`src/rtl/fifo_rd_burst_pkg.sv`:
```
// Shared state encoding and burst sizing for the FIFO read-side burst master.
// Types and constants only: no latency, no flow control.
package fifo_rd_burst_pkg;

  typedef enum logic [1:0] {
    IDLE = 2'd0,
    REQ  = 2'd1,
    DATA = 2'd2
  } state_t;

  localparam int unsigned DEF_BURST_LEN      = 16;
  localparam int unsigned DEF_BYTES_PER_BEAT = 4;
  localparam int unsigned BURST_BYTES        = DEF_BURST_LEN * DEF_BYTES_PER_BEAT;

  function automatic int unsigned burst_bytes(input int unsigned len, input int unsigned bpb);
    return len * bpb;
  endfunction

endpackage

```
`src/rtl/burst_addr_gen.sv`:
```
// Ring address generator: advances by the finished burst's byte length, one-cycle update.
// Wraps to ADDR_BASE when a full burst from the next address would pass ADDR_LIMIT; no backpressure.
module burst_addr_gen
  import fifo_rd_burst_pkg::*;
#(
  parameter int unsigned             ADDR_WIDTH     = 32,
  parameter int unsigned             LEN_WIDTH      = 8,
  parameter int unsigned             BYTES_PER_BEAT = 4,
  parameter int unsigned             BURST_SPAN     = BURST_BYTES,
  parameter logic [ADDR_WIDTH-1:0]   ADDR_BASE      = '0,
  parameter logic [ADDR_WIDTH-1:0]   ADDR_LIMIT     = 'h0010_0000
) (
  input  logic                  rd_clk,
  input  logic                  rd_rst_n,
  input  logic                  advance,
  input  logic [LEN_WIDTH-1:0]  len,
  output logic [ADDR_WIDTH-1:0] burst_addr
);

  logic [ADDR_WIDTH-1:0] step;
  logic [ADDR_WIDTH:0]   next_addr;
  logic                  wrap;

  // One extra bit so the limit compare cannot overflow near the top of the address space.
  assign step      = (ADDR_WIDTH'(len) + ADDR_WIDTH'(1)) * ADDR_WIDTH'(BYTES_PER_BEAT);
  assign next_addr = {1'b0, burst_addr} + {1'b0, step};
  assign wrap      = (next_addr + (ADDR_WIDTH+1)'(BURST_SPAN)) > {1'b0, ADDR_LIMIT};

  always_ff @(posedge rd_clk or negedge rd_rst_n) begin
    if (!rd_rst_n) begin
      burst_addr <= ADDR_BASE;
    end else if (advance) begin
      burst_addr <= wrap ? ADDR_BASE : next_addr[ADDR_WIDTH-1:0];
    end
  end

endmodule

```
`src/rtl/fifo_rd_burst_master.sv`:
```
// Pulls fixed-length bursts from an FWFT FIFO; beats pass through with zero added latency.
// Beats stall on data_ready=0 or fifo_empty; one request outstanding, held until burst_req_ready.
module fifo_rd_burst_master
  import fifo_rd_burst_pkg::*;
#(
  parameter int unsigned           DATA_WIDTH     = 32,
  parameter int unsigned           CNT_WIDTH      = 11,
  parameter int unsigned           BURST_LEN      = 16,
  parameter int unsigned           LEN_WIDTH      = 8,
  parameter int unsigned           ADDR_WIDTH     = 32,
  parameter int unsigned           BYTES_PER_BEAT = 4,
  parameter logic [ADDR_WIDTH-1:0] ADDR_BASE      = 'h0000_0000,
  parameter logic [ADDR_WIDTH-1:0] ADDR_LIMIT     = 'h0010_0000
) (
  input  logic                  rd_clk,
  input  logic                  rd_rst_n,
  input  logic                  enable,
  input  logic                  flush,
  input  logic                  fifo_empty,
  input  logic [DATA_WIDTH-1:0] fifo_rd_data,
  input  logic [CNT_WIDTH-1:0]  rd_data_count,
  output logic                  fifo_rd_en,
  output logic                  burst_req_valid,
  input  logic                  burst_req_ready,
  output logic [ADDR_WIDTH-1:0] burst_addr,
  output logic [LEN_WIDTH-1:0]  burst_len,
  output logic                  data_valid,
  input  logic                  data_ready,
  output logic [DATA_WIDTH-1:0] data,
  output logic                  data_last,
  output logic                  busy,
  output logic                  flush_done
);

  localparam int unsigned BURST_SPAN = burst_bytes(BURST_LEN, BYTES_PER_BEAT);

  state_t               state, state_nxt;
  logic                 flush_pending;
  logic                 partial_burst;
  logic [LEN_WIDTH:0]   beats_left;
  logic                 full_ok, part_ok, empty_flush;
  logic                 req_hs, beat_hs, last_hs;

  assign full_ok     = enable && (rd_data_count >= CNT_WIDTH'(BURST_LEN));
  assign part_ok     = flush_pending && (rd_data_count != '0) &&
                       (rd_data_count < CNT_WIDTH'(BURST_LEN));
  assign empty_flush = flush_pending && (rd_data_count == '0);
  assign req_hs      = (state == REQ) && burst_req_ready;
  assign beat_hs     = data_valid && data_ready;
  assign last_hs     = beat_hs && (beats_left == (LEN_WIDTH+1)'(1));

  always_ff @(posedge rd_clk or negedge rd_rst_n) begin
    if (!rd_rst_n) state <= IDLE;
    else           state <= state_nxt;
  end

  always_comb begin
    state_nxt = state;
    case (state)
      IDLE:    if (full_ok || part_ok) state_nxt = REQ;
      REQ:     if (burst_req_ready)    state_nxt = DATA;
      DATA:    if (last_hs)            state_nxt = IDLE;
      default:                         state_nxt = IDLE;
    endcase
  end

  always_comb begin
    burst_req_valid = 1'b0;
    data_valid      = 1'b0;
    data_last       = 1'b0;
    fifo_rd_en      = 1'b0;
    data            = fifo_rd_data;
    busy            = (state != IDLE) || flush_pending;
    if (state == REQ) burst_req_valid = 1'b1;
    if (state == DATA) begin
      data_valid = !fifo_empty;
      data_last  = !fifo_empty && (beats_left == (LEN_WIDTH+1)'(1));
      fifo_rd_en = !fifo_empty && data_ready;
    end
  end

  // Full bursts take priority; a pending flush is only consumed once no full burst is due.
  always_ff @(posedge rd_clk or negedge rd_rst_n) begin
    if (!rd_rst_n) begin
      burst_len     <= '0;
      beats_left    <= '0;
      flush_pending <= 1'b0;
      partial_burst <= 1'b0;
      flush_done    <= 1'b0;
    end else begin
      flush_done <= ((state == IDLE) && !full_ok && empty_flush) || (last_hs && partial_burst);

      if ((state == IDLE) && !full_ok && (part_ok || empty_flush)) flush_pending <= 1'b0;
      else if (flush)                                              flush_pending <= 1'b1;

      if (state == IDLE) begin
        if (full_ok) begin
          burst_len     <= LEN_WIDTH'(BURST_LEN - 1);
          partial_burst <= 1'b0;
        end else if (part_ok) begin
          burst_len     <= LEN_WIDTH'(rd_data_count - CNT_WIDTH'(1));
          partial_burst <= 1'b1;
        end
      end

      if (req_hs)       beats_left <= {1'b0, burst_len} + (LEN_WIDTH+1)'(1);
      else if (beat_hs) beats_left <= beats_left - (LEN_WIDTH+1)'(1);
    end
  end

  burst_addr_gen #(
    .ADDR_WIDTH    (ADDR_WIDTH),
    .LEN_WIDTH     (LEN_WIDTH),
    .BYTES_PER_BEAT(BYTES_PER_BEAT),
    .BURST_SPAN    (BURST_SPAN),
    .ADDR_BASE     (ADDR_BASE),
    .ADDR_LIMIT    (ADDR_LIMIT)
  ) u_addr_gen (
    .rd_clk    (rd_clk),
    .rd_rst_n  (rd_rst_n),
    .advance   (last_hs),
    .len       (burst_len),
    .burst_addr(burst_addr)
  );

endmodule

```
`config.mk`:
```
export PLATFORM = sky130hd
export DESIGN_NAME = fifo_rd_burst_master
export DESIGN_NICKNAME = d
export VERILOG_FILES = /design/src/rtl/fifo_rd_burst_pkg.sv /design/src/rtl/burst_addr_gen.sv /design/src/rtl/fifo_rd_burst_master.sv
export SDC_FILE = /design/constraint.sdc
export NUM_CORES = 1
export LEC_CHECK = 0
export ABC_AREA = 1
export BUFFER_PORTS_ARGS = -buffer_cell sky130_fd_sc_hd__buf_2
export CAP_MARGIN = 20
export CELL_PAD_IN_SITES_DETAIL_PLACEMENT = 1
export CELL_PAD_IN_SITES_GLOBAL_PLACEMENT = 2
export CORE_ASPECT_RATIO = 1.1
export CORE_MARGIN = 3
export CORE_UTILIZATION = 29
export CTS_BUF_LIST = sky130_fd_sc_hd__clkbuf_8
export DETAILED_ROUTE_END_ITERATION = 12
export PLACE_DENSITY = 0.82
export SLEW_MARGIN = 20
export SYNTH_ARGS = -nofsm -noshare
export SYNTH_HDL_FRONTEND = slang
export SYNTH_SLANG_ARGS = --single-unit
```
`constraint.sdc`:
```
create_clock -name rd_clk -period 5 [get_ports rd_clk]
set_clock_uncertainty 0.2 [all_clocks]
set_input_delay 0.25 -clock rd_clk [delete_from_list [all_inputs] [get_ports rd_clk]]
set_output_delay 0.25 -clock rd_clk [all_outputs]
set_load 0.01 [all_outputs]
```
# Word-level counts from Yosys, hierarchy flattened
# Index checks and enable logic that the tools add are counted.
[op_classes]
add_sub_neg = 6
magnitude_cmp = 3
eq_ne = 6
n_mux = 17
n_reduce_logical = 28
[op_table]
columns = ["operator", "n"]
rows = [
  ["$add A32 B32 Y33", 1],
  ["$add A33 B7 Y33 const B", 1],
  ["$gt A33 B21 Y1 const B", 1],
  ["$mux W32", 1],
  ["$add A8 B1 Y9 const B", 2],
  ["$mux W9", 2],
  ["$mux W8", 2],
  ["$logic_and A1 B1 Y1", 13],
  ["$ge A11 B5 Y1 const B", 1],
  ["$logic_not A11 Y1", 1],
  ["$lt A11 B5 Y1 const B", 1],
  ["$reduce_bool A11 Y1", 1],
  ["$eq A9 B1 Y1 const B", 1],
  ["$sub A9 B1 Y9 const B", 1],
  ["$mux W1", 8],
  ["$reduce_bool A2 Y1", 4],
  ["$sub A8 B1 Y8 const B", 1],
  ["$mux W2", 3],
  ["$ne A2 B2 Y1 const B", 3],
  ["$pmux W2 S3", 1],
  ["$logic_or A1 B1 Y1", 4],
  ["$reduce_and A3 Y1", 1],
  ["$eq A2 B1 Y1 const B", 1],
  ["$eq A2 B2 Y1 const B", 1],
  ["3 further kinds", 4],
]
[totals]
ff_bits = 54
inputBits = 50
output_inout_bits = 78
word_cells = 67

# Longest topological paths before layout
# Gate-level depths: netlist of run 1.
[logic_depth]
depth_word = 6
depth_mapped = 29
depth_no_buf = 28

# Modules after synthesis
# A second synthesis of run 1 with hierarchy kept.
[unflattened]
cells_unflattened = 993
hier_area_um2 = 5880.6
[by_module_without_submodules]
columns = ["mod", "instances", "cells_each", "area_per_inst_um2", "seq_area_each_um2"]
rows = [
  ["burst_addr_gen", 1, 727, 4057.6, 750.7],
  ["fifo_rd_burst_master", 1, 266, 1823.0, 550.5],
]

# Worst setup path after synthesis of run 1
# No wires, ideal clock.
[synth_path]
path_type = "reg-to-reg"
start = "reg burst_len[0]"
end = "reg u_addr_gen.burst_addr[18]"
setup_time_ns = 0.065
t_arrival_ns = 3.357
required_ns = 4.735
setup_slack_ns = 1.378
path_stages_with_launch = 26
path_buffers = 1
synth_period_minus_slack_ns = 3.622
cell_sequence = "dfrtp_1 -> ha_1 -> nand3_1 -> nor3_1 -> xor2_1 -> inv_1 -> ha_1 -> nand2_1 -> inv_1 -> a21oi_2 -> nand2_1 -> nand2_1 -> nand2_1 -> nor2_1 -> nand2_2 -> nor2_2 -> nand2_2 -> nor2_4 -> xor2_1 -> nand2_1 -> nor2_1 -> nand2_1 -> nand2_4 -> buf_6 -> nand3_1 -> nand2_1"
[synth_between]
elab_chain_cells = 5
[synth_lines]
columns = ["element", "line", "source"]
rows = [
  ["start: declaration", "fifo_rd_burst_master.sv:26", "output logic [LEN_WIDTH-1:0] burst_len,"],
  ["start signal: assignment", "fifo_rd_burst_master.sv:98", "burst_len <= LEN_WIDTH'(BURST_LEN - 1);"],
  ["start signal: assignment", "fifo_rd_burst_master.sv:101", "burst_len <= LEN_WIDTH'(rd_data_count - CNT_WIDTH'(1));"],
  ["$add A8 B1 Y9 (*)", "burst_addr_gen.sv:25", "assign step = (ADDR_WIDTH'(len) + ADDR_WIDTH'(1)) * ADDR_WIDTH'(BYTES_PER_BEAT);"],
  ["$add A32 B32 Y33 (*)", "burst_addr_gen.sv:26", "assign next_addr = {1'b0, burst_addr} + {1'b0, step};"],
  ["$add A33 B7 Y33", "burst_addr_gen.sv:27", "assign wrap = (next_addr + (ADDR_WIDTH+1)'(BURST_SPAN)) > {1'b0, ADDR_LIMIT};"],
  ["$gt A33 B21 Y1", "burst_addr_gen.sv:27", ""],
  ["$mux W32 (*)", "burst_addr_gen.sv:33", "burst_addr <= wrap ? ADDR_BASE : next_addr[ADDR_WIDTH-1:0];"],
  ["end signal: assignment", "burst_addr_gen.sv:33", ""],
  ["end: declaration", "burst_addr_gen.sv:17", "output logic [ADDR_WIDTH-1:0] burst_addr"],
]
# Mark *: on every way between the ends. The rest lies on a longest branch, timed or not.
# A chain may end at the register's enable or synchronous reset.

# Final worst setup path of run 1
[layout_path]
start = "reg burst_len[0]"
end = "reg u_addr_gen.burst_addr[13]"
# Same word-level chain as after synthesis.

==> metrics.txt, run 1 <==
status finished clean; Total Routing Usage GR 0.192; crit-path max FO 18; setup_tns 0 ps; register area share after synthesis 0.232; Worst-path clk slew 110 ps; Worst-Skew Late Latency approximately 340 ps; number of buffers created by CTS 5; fraction of layout cells with a size suffix above 1 0.150; Synth Area in Simple Gates 0.538; most frequent cells after synthesis nand2_1 (355), nor2_1 (111), inv_1 (106), nand3_1 (104), dfrtp_1 (52); htree depth 2; vias per cell slightly below 5; Synth cell types 48; P_leak between 0.003 and 0.004 uW; placed cells approximately 1200; post-route ant nets 0; top post-synthesis cells by area nand2_1 (24%), dfrtp_1 (23%), nand3_1 (9.3%), nor2_1 (7.4%), inv_1 (7.1%); worst vdd ir between 0.0002 and 0.00025 V; multiplexer share of the synthesized area 0; Final Max Tran Viols 0; ys flop type dfrtp_1; Routed WL about 20000 um; most frequent cell after synthesis nand2_1; final core utilization 0.327; Setup crit start kind register; Residual DRC 0; largest net degree at the start of global routing between 50 and 60; area share of the largest cell type after synthesis 0.237; syn avg cell area 5.89 um^2; io pins 128; Yosys reg bits 52; pre-CTS worst setup slack 576 ps; Inserted Diodes 0; Max Cap Violations 0; Filler Cell Count 2512; Mapped Cells roughly 950; cell area after synthesis around 0.0056 mm^2; CP endpoint kind register; Clock Tree Buf Depth 2; share of synthesized cell area in full adder, half adder and majority cells 0.0325; r2r worst-path depth 25; overall die width approximately 140 um; Post-synth EDFFs 0; Root Buffer clkbuf_8; worst min path class in2reg; routed len/inst approximately 16 um; area growth from synthesis to final layout 8.85%; vias in the first global route a little over 6000; drt pass-1 iters 4; count of final hold-check violations 0; Post-synth ARST share 1.00; GR Overflow Total 0; final period utilization 0.873; worst-margin pin slew ~750 ps; Hold Crit Depth 3; worst endpoint required time 5080 ps; post-synthesis compound-gate area fraction 0.0372; Pwr Density roughly 240 mW/mm^2; die height 152 um; first-pass GRT wire length around 33000 um; total vias in the final route just under 6000; RSZ-0062 raised after global routing no; port bufs 61; Starting Density 0.301; final net count between 1000 and 1500; Final setup viols 0; die area between 0.02 and 0.025 mm^2; Layout Cells excl Fill about 1200; relative slew slack 0.500; initial antenna violation count 0; row cnt 52; critical path class reg2reg; largest family of logic cells by synthesized area simple AND/OR/NAND/NOR gates; Post-Synth XOR/XNOR Area 0.0234; hpwl dp 16900 um; leading area contributor after synthesis nand2_1; CTS tree done; arrival time worst endpoint 4450 ps; post-CTS setup buffers 0; Starting DRT DRC Count approximately 230; Core Area around 0.019 mm^2; Tmin final roughly 4400 ps; Sink Count 52; routability congestion estimate approximately 0.84; Max Freq approximately 0.23 GHz; worst setup margin about 630 ps; Syn. warnings 0
what timing repair did:
| action | 4_1_cts | 5_1_grt |
|---|---|---|
| hold buffers | 4 | 0 |
| hold endpoints to repair | 55 | 0 |
| gates resized for setup | 0 | 0 |
path summary, 6_finish.rpt:
| check | start | endpoint | slack (ps) |
|---|---|---|---|
| min in group asynchronous | rd_rst_n | beats_left[1] | 390 |
| worst max-delay path | burst_len[0] | u_addr_gen.burst_addr[13] | 630 |
| worst min-delay path | rd_data_count[2] | burst_len[2] | 40 |
| worst min register to register | partial_burst | partial_burst | 300 |
| worst max register to register | burst_len[0] | u_addr_gen.burst_addr[13] | 630 |
| max in group asynchronous | rd_rst_n | u_addr_gen.burst_addr[31] | 3700 |
flip-flops by register name (all words and copies together) (netlist names):
register and cells:
partial_burst 1, state 2, burst_len 8, flush_pending 1
flush_done 1, beats_left 9, u_addr_gen.burst_addr 30
critical path, cell delays in order, from the launching register on:
cell,delay (ps)
dfrtp_1,430
ha_1,210
nand3_1,120
nor3_1,250
nand2_1,80
nor2_1,170
ha_1,350
nand2_1,110
nand2_1,120
inv_1,80
nand2_1,130
inv_2,110
nand3_2,190
nand2_1,110
nand2_1,140
nor2_1,160
nand2_1,130
nor2_1,230
nand3_1,140
nand2_1,80
nand2_1,50
nor2_1,110
nand2_2,110
nor2_8,280
nand3_1,140
nand2_1,70
placed cells by master (no fill, tap or decap), types with 3 or more instances in the layout:
cell type      netlist  routed
nand4_1             19      19
clkbuf_8             0       5
o21ai_1              3       3
nor4_1               3       3
dfrtp_1             52      52
xor2_1              11      11
ha_1                13      13
o21ai_0             12      12
nor2_1             111     111
a21oi_1              6       6
nand2_2             25      25
nor3_1              13      13
nand2_1            355     355
inv_2               12      12
xnor2_1              4       4
nand3_1            104     104
dlygate4sd3_1        0       4
buf_2                4      61
nor2_2              17      17
buf_4               35       3
nand3_2              7       7
inv_1              106     106
nor2_4               6       6
report_power, final:
group,internal (uW),switching (uW),total [uW]
Clock,202,172,374
Sequential,477,59.0,536
Combinational,174,364,538
Total,853,596,1450
per-layer routing:
layer / global-route usage / vias to the layer above / part of all wire
met5: 0 / - / 0
met4: 0.0471 / 0 / 0.016
met3: 0.0255 / 14 / 0.037
met2: 0.333 / 93 / 0.48
met1: 0.254 / 2831 / 0.46
li1: - / 3018 / -
logic make-up after synthesis:
logic type,count (synthesis)
simple gates,675
buf+inv,163
flops,52
compound gates,34
xor+xnor,15
fa+ha+maj,14
other cells,1
metrics by stage:
| step | cell area (um^2) | hold WS (ps) | power (uW) |
|---|---|---|---|
| after floorplan | 5620 | -246 | 931 |
| after CTS | 6110 | 22.0 | 1470 |
| final | 6110 | 35.5 | 1450 |
| after global placement | 5930 | 238 | 1080 |
| after detailed placement | 5930 | 247 | 1090 |
| after global routing | 6110 | 55.0 | 1570 |
area by class of cell:
class	count	area, um^2	share of cell area
Tap cell	243	304	0.0497
Timing Repair Buffer	68	368	0.0602
Sequential cell	52	1300	0.213
Clock buffer	5	68.8	0.0113
Multi-Input combinational cell	740	3550	0.581
Inverter	120	450	0.0737
Clock inverter	3	68.8	0.0113
No activity file was read; power rests on OpenSTA's default activity.
==> inputs of run 2 (changes only) <==
Settings changed: CELL_PAD_IN_SITES_GLOBAL_PLACEMENT 2 to 1, CORE_ASPECT_RATIO 1.1 to 2, CORE_UTILIZATION 29 to 35, PLACE_DENSITY 0.82 to 0.75.
==> metrics.txt, run 2 (synthesized netlist as in run 1, its figures left out) <==
status finished clean; initial antenna violation count 0; setup_tns 0 ps; max reg flops 30; post-CTS setup buffers 0; count of final hold-check violations 0; CTS tree done; Largest Register u_addr_gen.burst_addr; Inserted Diodes 0; Clock Tree Buf Depth 2; RSZ-0062 raised after global routing no; GR Overflow Total 0; Tmin final 4420 ps; Residual DRC 0; port bufs between 60 and 70; Worst-Skew Late Latency 340 ps; first-pass GRT wire length around 35000 um; final net count about 1100; Total Routing Usage GR 0.263; hold-fix buffer count after cts 4; r2r worst-path depth 25; critical path class reg2reg; htree depth 2; CP endpoint kind register; Final setup viols 0; Starting DRT DRC Count 212; Max Cap Violations 0; most common cell after layout, fill and taps aside nand2_1; Core Area around 0.016 mm^2; fraction of layout cells with a size suffix above 1 0.149; vias per cell 5.30; Routed WL roughly 22000 um; worst-margin pin slew about 730 ps; io pins roughly 130; cts repair resizes 0; worst min path class in2reg; Starting Density 0.361; arrival time worst endpoint roughly 4500 ps; post-route ant nets 0; row cnt 64; worst setup margin roughly 580 ps; largest net degree at the start of global routing 53; Root Buffer clkbuf_8; pre-CTS worst setup slack 584 ps; crit-path max FO 18; P_leak 0.00312 uW; Pwr Density ~230 mW/mm^2; total vias in the final route around 6300; Worst-path clk slew about 100 ps; die height roughly 190 um; hpwl dp ~19000 um; top flop regs u_addr_gen.burst_addr: 30 flops, beats_left: 9 flops, burst_len: 8 flops; Setup crit start kind register; final period utilization 0.883; worst vdd ir around 0.00020 V; vias in the first global route slightly below 7000; WHS about 26 ps; die area about 0.018 mm^2; routability congestion estimate just under 1; worst endpoint required time around 5100 ps; routed len/inst between 15 and 20 um; most frequent cells in the layout nand2_1 (355), nor2_1 (111), inv_1 (106); overall die width between 90 and 100 um; area growth from synthesis to final layout 7.24%; Final Max Tran Viols 0; number of buffers created by CTS 5; Sink Count between 50 and 60; Max Freq 0.226 GHz; drt pass-1 iters 4; relative slew slack 0.512; Hold Crit Depth 3
[run 2: cell count changes in the layout (fill, tap and decap cells not counted)]
cell	delta
buf_4	-1
bufinv_16	-1
clkinv_2	+1
clkinvlp_4	+1
inv_6	-1
[run 2: critical path, cell delays in order (launching register included)]
cell	delay (ps)
dfrtp_1	460
ha_1	220
nand3_1	130
nor3_1	290
nand2_1	90
nor2_1	230
ha_1	360
nand2_1	100
nand2_1	100
inv_1	70
nand2_1	120
inv_2	110
nand3_2	190
nand2_1	110
nand2_1	160
nor2_1	190
nand2_1	120
nor2_1	230
nand3_1	110
nand2_1	60
nand2_1	50
nor2_1	100
nand2_2	110
nor2_8	240
nand3_1	110
nand2_1	80
[run 2: cell type report]
class | count | area (um^2)
fill | 2220 | 9510
clock inverter | 3 | 42.5
tap | 198 | 248
inverter | 120 | 450
sequential | 52 | 1300
clock buffer | 5 | 68.8
timing repair buffer | 67 | 360
multi-input combinational | 740 | 3550
[run 2: where the power goes]
part | internal (uW) | switching, uW
Combinational | 175 | 389
Clock | 148 | 161
Sequential | 477 | 63.5
[run 2: path summary, 6_finish.rpt]
kind / endpoint / startpoint / slack, ps
setup / recovery: u_addr_gen.burst_addr[2] / burst_len[0] / 580
setup reg to reg: u_addr_gen.burst_addr[2] / burst_len[0] / 580
min in group asynchronous: flush_pending / rd_rst_n / 360
hold reg to reg: partial_burst / partial_burst / 290
max in group asynchronous: beats_left[2] / rd_rst_n / 3760
hold / removal: burst_len[2] / rd_data_count[2] / 30
[run 2: per-layer routing]
| layer | GRT usage | vias to the layer above | share of wire |
|---|---|---|---|
| met4 | 0.259 | 0 | 0.12 |
| met1 | 0.218 | 2974 | 0.31 |
| met2 | 0.499 | 183 | 0.54 |
| met3 | 0.0289 | 103 | 0.029 |
| li1 | - | 3021 | - |
| met5 | 0 | - | 0 |
[run 2: metrics by stage]
stage | util | instances | cell area [um^2] | power [uW]
2_1_floorplan | - | 955 | 5620 | 931
3_3_place_gp | 0.378 | 1173 | 5870 | 1100
3_5_place_dp | 0.378 | 1173 | 5870 | 1110
4_1_cts | 0.388 | 1185 | 6020 | 1430
5_1_grt | 0.388 | 1185 | 6020 | 1510
6_report | 0.388 | 1185 | 6020 | 1410
==> inputs of run 3 (changes only) <==
Settings changed: CORE_MARGIN 3 to 2, CORE_UTILIZATION 35 to 38, PLACE_DENSITY 0.75 to 0.81.
==> metrics.txt, run 3 (synthesized netlist as in run 1, its figures left out) <==
Max Freq 0.225 GHz; Setup crit start kind register; Filler Cell Count between 2000 and 2500; RSZ-0062 raised after global routing no; final net count approximately 1100; CTS tree done; vias per cell about 5.4; post-route ant nets 0; GR Overflow Total 0; die area ~0.016 mm^2; initial antenna violation count 0; Final setup viols 0; top flop regs u_addr_gen.burst_addr: 30 flops, beats_left: 9 flops, burst_len: 8 flops; overall die width 90.0 um; reg2reg end u_addr_gen.burst_addr[12]; total vias in the final route between 6000 and 7000; largest net degree at the start of global routing 53; CP endpoint kind register; final period utilization 0.889; Inserted Diodes 0; io pins around 130; Sink Count 52; routability congestion estimate between 0.9 and 1; met2 Resource Use GR 0.559; area growth from synthesis to final layout 6.80%; Max Cap Violations 0; worst endpoint required time about 5000 ps; crit-path max FO 18; Pwr Density roughly 230 mW/mm^2; fraction of layout cells with a size suffix above 1 0.149; WHS between 30 and 40 ps; Core Area roughly 0.014 mm^2; most common cell after layout, fill and taps aside nand2_1; r2r worst-path depth 25; R2R setup slack between 500 and 600 ps; pre-CTS worst setup slack around 640 ps; relative slew slack 0.509; row cnt 62; hpwl dp 18600 um; post-CTS setup buffers 0; worst vdd ir ~0.00019 V; Total Routing Usage GR 0.282; count of final hold-check violations 0; Worst-path clk slew between 100 and 150 ps; cts repair resizes 0; met1 usage 0.225; Root Buffer clkbuf_8; number of buffers created by CTS 5; critical path class reg2reg; drt pass-1 iters 4; worst-margin pin slew approximately 730 ps; P_leak a little over 0.003 uW; Residual DRC 0; Starting Density 0.389; reg-to-reg startpoint burst_len[0]; setup_tns 0 ps; first-pass GRT wire length between 30000 and 40000 um; arrival time worst endpoint approximately 4500 ps; port bufs a little over 60; worst min path class in2reg; Setup crit end u_addr_gen.burst_addr[12]; htree depth 2; Routed WL 21800 um; Tmin final between 4000 and 5000 ps; die height around 180 um; status finished clean; Clock Tree Buf Depth 2; met3 usage 0.0369; Final Max Tran Viols 0; vias in the first global route about 6700; Starting DRT DRC Count 301; gr busiest metal met2; most frequent cells in the layout nand2_1 (355), nor2_1 (111), inv_1 (106); Largest Register u_addr_gen.burst_addr; max reg flops 30; worst setup margin ~560 ps; routed len/inst roughly 19 um; crit path launch burst_len[0]; Worst-Skew Late Latency between 300 and 400 ps
-- run 3: cell count changes in the layout (fill, tap and decap cells not counted) --
| cell | delta |
|---|---|
| bufinv_16 | -1 |
| clkinv_2 | -1 |
| inv_6 | +2 |
-- run 3: critical path, stage by stage (launching register included) --
cell     delay (ps)
dfrtp_1         440
ha_1            210
nand3_1         120
nor3_1          270
nand2_1         110
nor2_1          240
ha_1            370
nand2_1         100
nand2_1         100
inv_1            70
nand2_1         120
inv_2           110
nand3_2         200
nand2_1         150
nand2_1          60
nand2_1         150
nand2_1         120
nor2_1          210
nand2_1         100
o21ai_1         140
nand2_1         120
nor2_4          140
nand2_4          70
nor2_8          260
nand3_1         120
nand2_1          70
-- run 3: cell type report --
class | count | area, um^2 | area share
sequential | 52 | 1300 | 0.217
inverter | 120 | 450 | 0.0751
multi-input combinational | 740 | 3550 | 0.592
timing repair buffer | 67 | 360 | 0.0601
tap | 192 | 240 | 0.0401
clock buffer | 5 | 68.8 | 0.0115
clock inverter | 3 | 25.0 | 0.00417
-- run 3: per-stage QoR --
step	util	total power, uW	area [um^2]	std cells
2_1_floorplan	-	931	5620	955
3_3_place_gp	0.406	1100	5860	1167
3_5_place_dp	0.406	1120	5860	1167
4_1_cts	0.416	1400	6000	1179
5_1_grt	0.416	1490	6000	1179
6_report	0.416	1390	6000	1179
-- run 3: how the worst min path moves through the flow --
stage	from	end	slack [ps]	depth (start not counted)
after floorplan	rd_rst_n	beats_left[0]	-250	0
after global placement	rd_rst_n	flush_done	220	2
after detailed placement	rd_rst_n	flush_done	220	2
after CTS	rd_data_count[2]	burst_len[2]	20	3
after global routing	rd_data_count[2]	burst_len[2]	30	3
final	rd_data_count[2]	burst_len[2]	30	3
-- run 3: metal layers --
layer / up-vias / wire, um / share of wire
li1: 3021 / - / -
met1: 3022 / 6640 / 0.30
met2: 180 / 11900 / 0.55
met3: 107 / 699 / 0.032
met4: 0 / 2580 / 0.12
met5: - / 0 / 0
-- run 3: power by group --
group	internal, uW	switching (uW)	total [uW]
clock	103	170	273
sequential	477	63.4	541
combinational	176	405	581
-- run 3: what timing repair did --
item	CTS	global route
hold buffers	4	0
setup endpoints to repair	0	0
endpoints found under the hold margin	55	0
